File: config.mk
export PLATFORM = sky130hd
export DESIGN_NAME = flags_writer
export DESIGN_NICKNAME = d
export VERILOG_FILES = /design/src/rtl/flags_writer.sv
export SDC_FILE = /design/constraint.sdc
export NUM_CORES = 1
export LEC_CHECK = 0
export ABC_AREA = 0
export CORE_UTILIZATION = 33
export DETAILED_ROUTE_END_ITERATION = 16
export GPL_TIMING_DRIVEN = 0
export PLACE_DENSITY = 0.85
export SLEW_MARGIN = 20
export SYNTH_ARGS = -nofsm -noshare
export SYNTH_HDL_FRONTEND = slang
export SYNTH_SLANG_ARGS = --single-unit
File: constraint.sdc
create_clock -name clk_i -period 2 [get_ports clk_i]
set_input_delay 0.4 -clock clk_i [delete_from_list [all_inputs] [get_ports clk_i]]
set_output_delay 0.4 -clock clk_i [all_outputs]
set_load 0.01 [all_outputs]
File: src/rtl/flags_writer.sv
// ============================================================================
// Module  : flags_writer
// Purpose : Collects per-square matmul overflow flags into sticky bits and
//           issues a one-cycle write of the flags word when the operation ends.
//           Optional macro FLAGS_WRITER_COUNT_EN enables the flag popcount.
// Revision: 1.0 - initial release
// ============================================================================
`default_nettype none

module flags_writer #(
  parameter int DATA_WIDTH = 32,
  parameter int BUS_WIDTH  = 64,
  parameter int MAX_DIM    = BUS_WIDTH / DATA_WIDTH,
  parameter int CNT_W      = $clog2(MAX_DIM * MAX_DIM) + 1
) (
  input  logic                         clk_i,
  input  logic                         rst_i,
  input  logic                         start_i,
  input  logic                         valid_i,
  input  logic                         last_i,
  input  logic [MAX_DIM*MAX_DIM-1:0]   ovf_i,
  output logic                         write_enable_o,
  output logic [BUS_WIDTH-1:0]         data_o,
  output logic                         busy_o,
  output logic                         done_o,
  output logic [CNT_W-1:0]             flag_count_o
);

  localparam int NFLAGS = MAX_DIM * MAX_DIM;

  typedef enum logic [1:0] {
    S_IDLE    = 2'd0,
    S_COLLECT = 2'd1,
    S_WRITE   = 2'd2
  } state_t;

  state_t               state_q;
  logic [NFLAGS-1:0]    sticky_q;
  logic [NFLAGS-1:0]    sticky_d;
  logic                 we_q;
  logic                 done_q;
  logic                 busy_q;
  logic [BUS_WIDTH-1:0] data_q;

  // Final flags word if the current beat is accepted.
  assign sticky_d = sticky_q | ovf_i;

`ifdef FLAGS_WRITER_COUNT_EN
  logic [CNT_W-1:0] count_q;
  logic [CNT_W-1:0] count_d;

  always_comb begin
    count_d = '0;
    for (int k = 0; k < NFLAGS; k++) begin
      count_d = count_d + CNT_W'(sticky_d[k]);
    end
  end

  always_ff @(posedge clk_i) begin
    if (rst_i) begin
      count_q <= '0;
    end else if (state_q == S_COLLECT && !start_i && valid_i && last_i) begin
      count_q <= count_d;
    end
  end

  assign flag_count_o = count_q;
`else
  assign flag_count_o = '0;
`endif

  // Single-process FSM; all outputs are registered alongside the state.
  always_ff @(posedge clk_i) begin
    if (rst_i) begin
      state_q  <= S_IDLE;
      sticky_q <= '0;
      we_q     <= 1'b0;
      done_q   <= 1'b0;
      busy_q   <= 1'b0;
      data_q   <= '0;
    end else begin
      we_q   <= 1'b0;
      done_q <= 1'b0;
      data_q <= '0;
      case (state_q)
        S_IDLE: begin
          if (start_i) begin
            state_q  <= S_COLLECT;
            sticky_q <= '0;
            busy_q   <= 1'b1;
          end
        end
        S_COLLECT: begin
          if (start_i) begin
            sticky_q <= '0;
          end else if (valid_i) begin
            sticky_q <= sticky_d;
            if (last_i) begin
              state_q <= S_WRITE;
              we_q    <= 1'b1;
              done_q  <= 1'b1;
              data_q  <= BUS_WIDTH'(sticky_d);
            end
          end
        end
        S_WRITE: begin
          if (start_i) begin
            state_q  <= S_COLLECT;
            sticky_q <= '0;
          end else begin
            state_q <= S_IDLE;
            busy_q  <= 1'b0;
          end
        end
        default: begin
          state_q <= S_IDLE;
          busy_q  <= 1'b0;
        end
      endcase
    end
  end

  assign write_enable_o = we_q;
  assign done_o         = done_q;
  assign busy_o         = busy_q;
  assign data_o         = data_q;

endmodule

`default_nettype wire

==> impl_metrics.toml, run 1 <==
[synth]
yosysSeqAreaShare_pct = 27.2
yosysWarningCount = 0
synth.distinct_cells = 14
synth-seq-cells = 12
syn-mean-instance-area_um2 = 8.40
syn_area_um2 = 882
postSynthCellCount = 105

[timing]
slew_violations = 0
final-setup-viol-count = 0
setup_ws_ps = 376
hold_slack_ps = 470
layout_min_cycle_time_ps = 1620
rsz0062_at_grt = "no"
final.setup.tns_ps = 0
clock.fmax_ghz = 0.616
fin_crit_sh_pct = 81.2
hold_violations = 0
clock_skew_ps = 3.29

[drt]
first_pass_iters = 4
wl_um = 1170
dr.first_iter.drc_count = 5
wl_per_cell_um = 5.44
vias = 640
viasPerCell = 2.96
ant_nets = 0
route.detailed.drc = 0

[critical_path]
start_kind = "flip-flop"
crit_required_ps = 1600
cp_slowest_cell = "clkdlybuf4s50_1"
arrival_ps = 1220
reg2reg_depth = 3
crit_type = "reg2out"
endpoint_kind = "primary output"
cp_slowest_stage_delay_ps = 530
crit_path_max_fanout = 2
crit_chain = "buf_4 > clkdlybuf4s50_1"

[cells_and_area]
fillerInstances = 245
drive_gt1_share_pct = 37.6
mostFrequentLayoutCell = "buf_4"
final_area_mm2 = 0.00134
final_cell_mix = "64 x buf_4, 63 x conb_1, 15 x clkdlybuf4s50_1"
instances_no_fill = 216
area_growth_pct = 51.8
fin_nets = 196
final_util_pct = 53.6
antennaDiodeCount = 0

[die]
dieHeight_um = 53.7
initial_core_util_pct = 35.3
rows = 18
io_pins = 79
core_area_mm2 = 0.00250
die-area_mm2 = 0.00288
dieWidth_um = 53.7

[power]
p_leak_nw = 0.803
pwr_density_cell_mw_per_mm2 = 469
irDropWorstVdd_mv = 0.271
total_power_mw = 0.628

[global_route]
grt_busiest_layer = "met2"
grt.overflow.total = 0
grt_max_degree = 8
antenna_found_initial = 0
met2_usage_pct = 14.0
grtUsageMet3_pct = 2.82
grt_util_met1_pct = 7.59
grt_pass1_wl_um = 1590
grt_pass1_vias = 418
grt_util_all_layers_pct = 7.72

[cts]
clk_latency_ps = 270
cts_setup_buffers = 0
root_buffer = "clkbuf_4"
clockBufferDepth = 2
cts_resized = 0
cts_hold_buf = 0
clock-sinks = 12
numCtsBuffers = 3
cts_max_level = 1
cts_tree = "built"
clkTransAtPathRegs_ps = 70

[min_path]
hold_depth = 2
hold_class = "reg2reg"

[placement]
dp_slack_ps = 425
port_buffers = 15
gp_congestion = 0.681
place_inst = 212
placed_cell_area_mm2 = 0.00130

[flow_run]
cap_violations = 0

[run_status]
status = "finished, final reports clean"
-- cell families after synthesis --
group                      after synthesis  share of synthesized area (%)
and+or+nand+nor                         18                           10.6
AOI/OAI and AO/OA                        6                           4.68
adders and majority gates                1                           1.28
other                                    1                          0.425
buffers and inverters                   67                           55.7
DFF                                     12                           27.2
-- critical path: cells and delay by family, from the launching register on --
| family | cells | cell delay, ps |
|---|---|---|
| buf+inv | 2 | 630 |
| flops | 1 | 330 |
-- final cells by class --
class                   instances  area, µm²  share of cell area (%)
well taps                      30       37.5                    2.80
repair buffers                 15        150                    11.2
plain buffers                  64        480                    35.9
inverters                       3       11.3                   0.841
clock buffers                   4       36.3                    2.71
multi-input cells              88        383                    28.6
flip-flops and latches         12        240                    17.9
-- final timing paths --
check | startpoint | to | slack, ps
min reg2reg | sticky_q[1]$_SDFFE_PP0P_ | data_o[1]$_SDFF_PP0_ | 470
max reg2reg | state_q[1]$_SDFFE_PP0P_ | sticky_q[1]$_SDFFE_PP0P_ | 930
max | done_o$_SDFF_PP0_ | write_enable_o | 380
min | sticky_q[1]$_SDFFE_PP0P_ | data_o[1]$_SDFF_PP0_ | 470
-- where the power goes --
part,internal (mW),switching (mW),total (mW)
clock network,0.111,0.0789,0.190
registers,0.244,0.00296,0.247
logic,0.107,0.0843,0.191
-- cells in the mapped netlist, drive strengths merged --
cell type   n  area, µm²
a21oi       3       15.0
a22o        3       26.3
and3b       1       8.76
buf        64        480
conb        1       3.75
dfxtp      12        240
inv         3       11.3
maj3        1       11.3
nand2       3       11.3
nand2b      1       6.26
nor2        9       33.8
nor2b       1       6.26
nor3b       3       27.5
-- state kept, by name, indices dropped and copies added, names as in the netlist --
name,count
data_o,4
state_q,2
done_o,1
sticky_q,4
busy_o,1
-- per-layer routing --
layer / wire length [µm] / share of wire, %
met5: 0 / 0
met3: 160 / 14
met4: 21 / 1.8
met2: 597 / 51
met1: 394 / 34
(Power assumes the default switching activity.)
==> inputs of run 2 (changes only) <==
--- a/config.mk
+++ b/config.mk
@@ -6,10 +6,10 @@
 export NUM_CORES = 1
 export LEC_CHECK = 0
 export ABC_AREA = 0
-export CORE_UTILIZATION = 33
+export CORE_UTILIZATION = 31
 export DETAILED_ROUTE_END_ITERATION = 16
 export GPL_TIMING_DRIVEN = 0
-export PLACE_DENSITY = 0.85
+export PLACE_DENSITY = 0.8
 export SLEW_MARGIN = 20
 export SYNTH_ARGS = -nofsm -noshare
 export SYNTH_HDL_FRONTEND = slang
==> constraint.sdc (replaced) <==
create_clock -name clk_i -period 1.5 [get_ports clk_i]
set_input_delay 0.3 -clock clk_i [delete_from_list [all_inputs] [get_ports clk_i]]
set_output_delay 0.3 -clock clk_i [all_outputs]
set_load 0.01 [all_outputs]
==> run 2 against run 1 <==
  * Combinational power increased by 33%
  * Sequential power increased by 34%
  * Non-clock buffer count unchanged
  * Total power increased by 33%
  * Hold slack improved by 7.3 ps
  * Die area increased by 6.2%
  * Clock power increased by 32%
  * Largest cell class unchanged
==> impl_metrics.toml, run 2 (synthesis results as in run 1) <==
[timing]
setup_ws_ps = 69.9
final-setup-viol-count = 0
rsz0062_at_grt = "no"
clock.fmax_ghz = 0.699
layout_min_cycle_time_ps = 1430
fin_crit_sh_pct = 95.3
clock_skew_ps = 1.87
slew_violations = 0
final.setup.tns_ps = 0
hold_violations = 0

[power]
p_leak_nw = 0.822
pwr_density_cell_mw_per_mm2 = 623
irDropWorstVdd_mv = 0.445

[cts]
cts_hold_buf = 0
cts_tree = "built"
numCtsBuffers = 3
cts_max_level = 1
clk_latency_ps = 270
clock-sinks = 12
clkTransAtPathRegs_ps = 70
cts_setup_buffers = 0
clockBufferDepth = 2
root_buffer = "clkbuf_4"

[critical_path]
cp_slowest_cell = "clkdlybuf4s50_1"
cp_top_family = "buffers and inverters"
cp_slowest_stage_delay_ps = 530
crit_chain = "clkdlybuf4s50_1"
start_kind = "flip-flop"
crit_buf_inv = 1
crit_type = "reg2out"
endpoint_kind = "primary output"
arrival_ps = 1130
crit_required_ps = 1200
crit_path_max_fanout = 2

[drt]
ant_nets = 0
wl_um = 1260
viasPerCell = 2.90
first_pass_iters = 3
dr.first_iter.drc_count = 6
vias = 626
wl_per_cell_um = 5.85
route.detailed.drc = 0

[die]
die-area_mm2 = 0.00306
dieHeight_um = 55.3
io_pins = 79
rows = 18
core_area_mm2 = 0.00259
initial_core_util_pct = 34.1
dieWidth_um = 55.3

[global_route]
grt.overflow.total = 0
antenna_found_initial = 0
grt_max_degree = 8
grt_pass1_vias = 447
grt_pass1_wl_um = 1840
grt_util_all_layers_pct = 7.62

[cells_and_area]
fin_nets = 196
drive_gt1_share_pct = 37.6
area_growth_pct = 51.9
antennaDiodeCount = 0
final_util_pct = 51.7
final_cell_mix = "64 x buf_4, 63 x conb_1, 13 x clkdlybuf4s50_1"
mostFrequentLayoutCell = "buf_4"

[placement]
dp_slack_ps = 26.9
dp_hpwl_um = 1180
port_buffers = 15
gp_congestion = 0.768

[run_status]
status = "finished, final reports clean"

[min_path]
hold_class = "reg2reg"

[flow_run]
cap_violations = 0
==> run 2: cell count changes in the layout (fill, tap and decap cells not counted), sizes merged <==
cell and change:
clkdlybuf4s50 -2, dlygate4sd2 +1, dlymetal6s2s +1
==> run 2: what timing repair did <==
action / 4_1_cts / 5_1_grt
gates cloned: 0 / 0
resized for setup: 1 / 1
setup endpoints to repair: 1 / 1
==> run 2: final timing paths <==
path	slack, ps	endpoint	start	depth (start not counted)
max reg2reg	410	sticky_q[0]$_SDFFE_PP0P_	state_q[1]$_SDFFE_PP0P_	3
max	70	done_o	done_o$_SDFF_PP0_	1
min reg2reg	480	sticky_q[2]$_SDFFE_PP0P_	sticky_q[2]$_SDFFE_PP0P_	1
min	480	sticky_q[2]$_SDFFE_PP0P_	sticky_q[2]$_SDFFE_PP0P_	1
==> run 2: per-layer routing <==
| layer | vias up | part of all wire (%) | GRT usage, % |
|---|---|---|---|
| met5 | - | 0 | 0 |
| met4 | 0 | 0 | 2.14 |
| met3 | 0 | 11 | 4.22 |
| met2 | 39 | 56 | 15.1 |
| met1 | 226 | 33 | 6.26 |
| li1 | 361 | - | - |
==> run 2: area by class of cell <==
class	instances	area, µm²
Clock buffer	4	36.3
Multi-Input combinational cell	88	383
Buffer	64	480
Inverter	3	11.3
Timing Repair Buffer	15	151
Tap cell	30	37.5
Fill cell	253	1250
Sequential cell	12	240
==> run 2: metrics by stage <==
stage / area (µm²) / hold slack [ps] / power (mW) / instances
after global placement: 1300 / 453 / 0.585 / 212
after CTS: 1340 / 481 / 0.838 / 216
after floorplan: 1110 / 372 / 0.549 / 167
after global routing: 1340 / 497 / 0.886 / 216
final: 1340 / 478 / 0.835 / 216
after detailed placement: 1300 / 461 / 0.586 / 212
==> run 2: report_power, final <==
| part | internal, mW | switching [mW] | total [mW] |
|---|---|---|---|
| Combinational | 0.141 | 0.113 | 0.254 |
| Clock | 0.147 | 0.104 | 0.251 |
| Sequential | 0.326 | 0.00399 | 0.330 |
| Total | 0.614 | 0.221 | 0.835 |
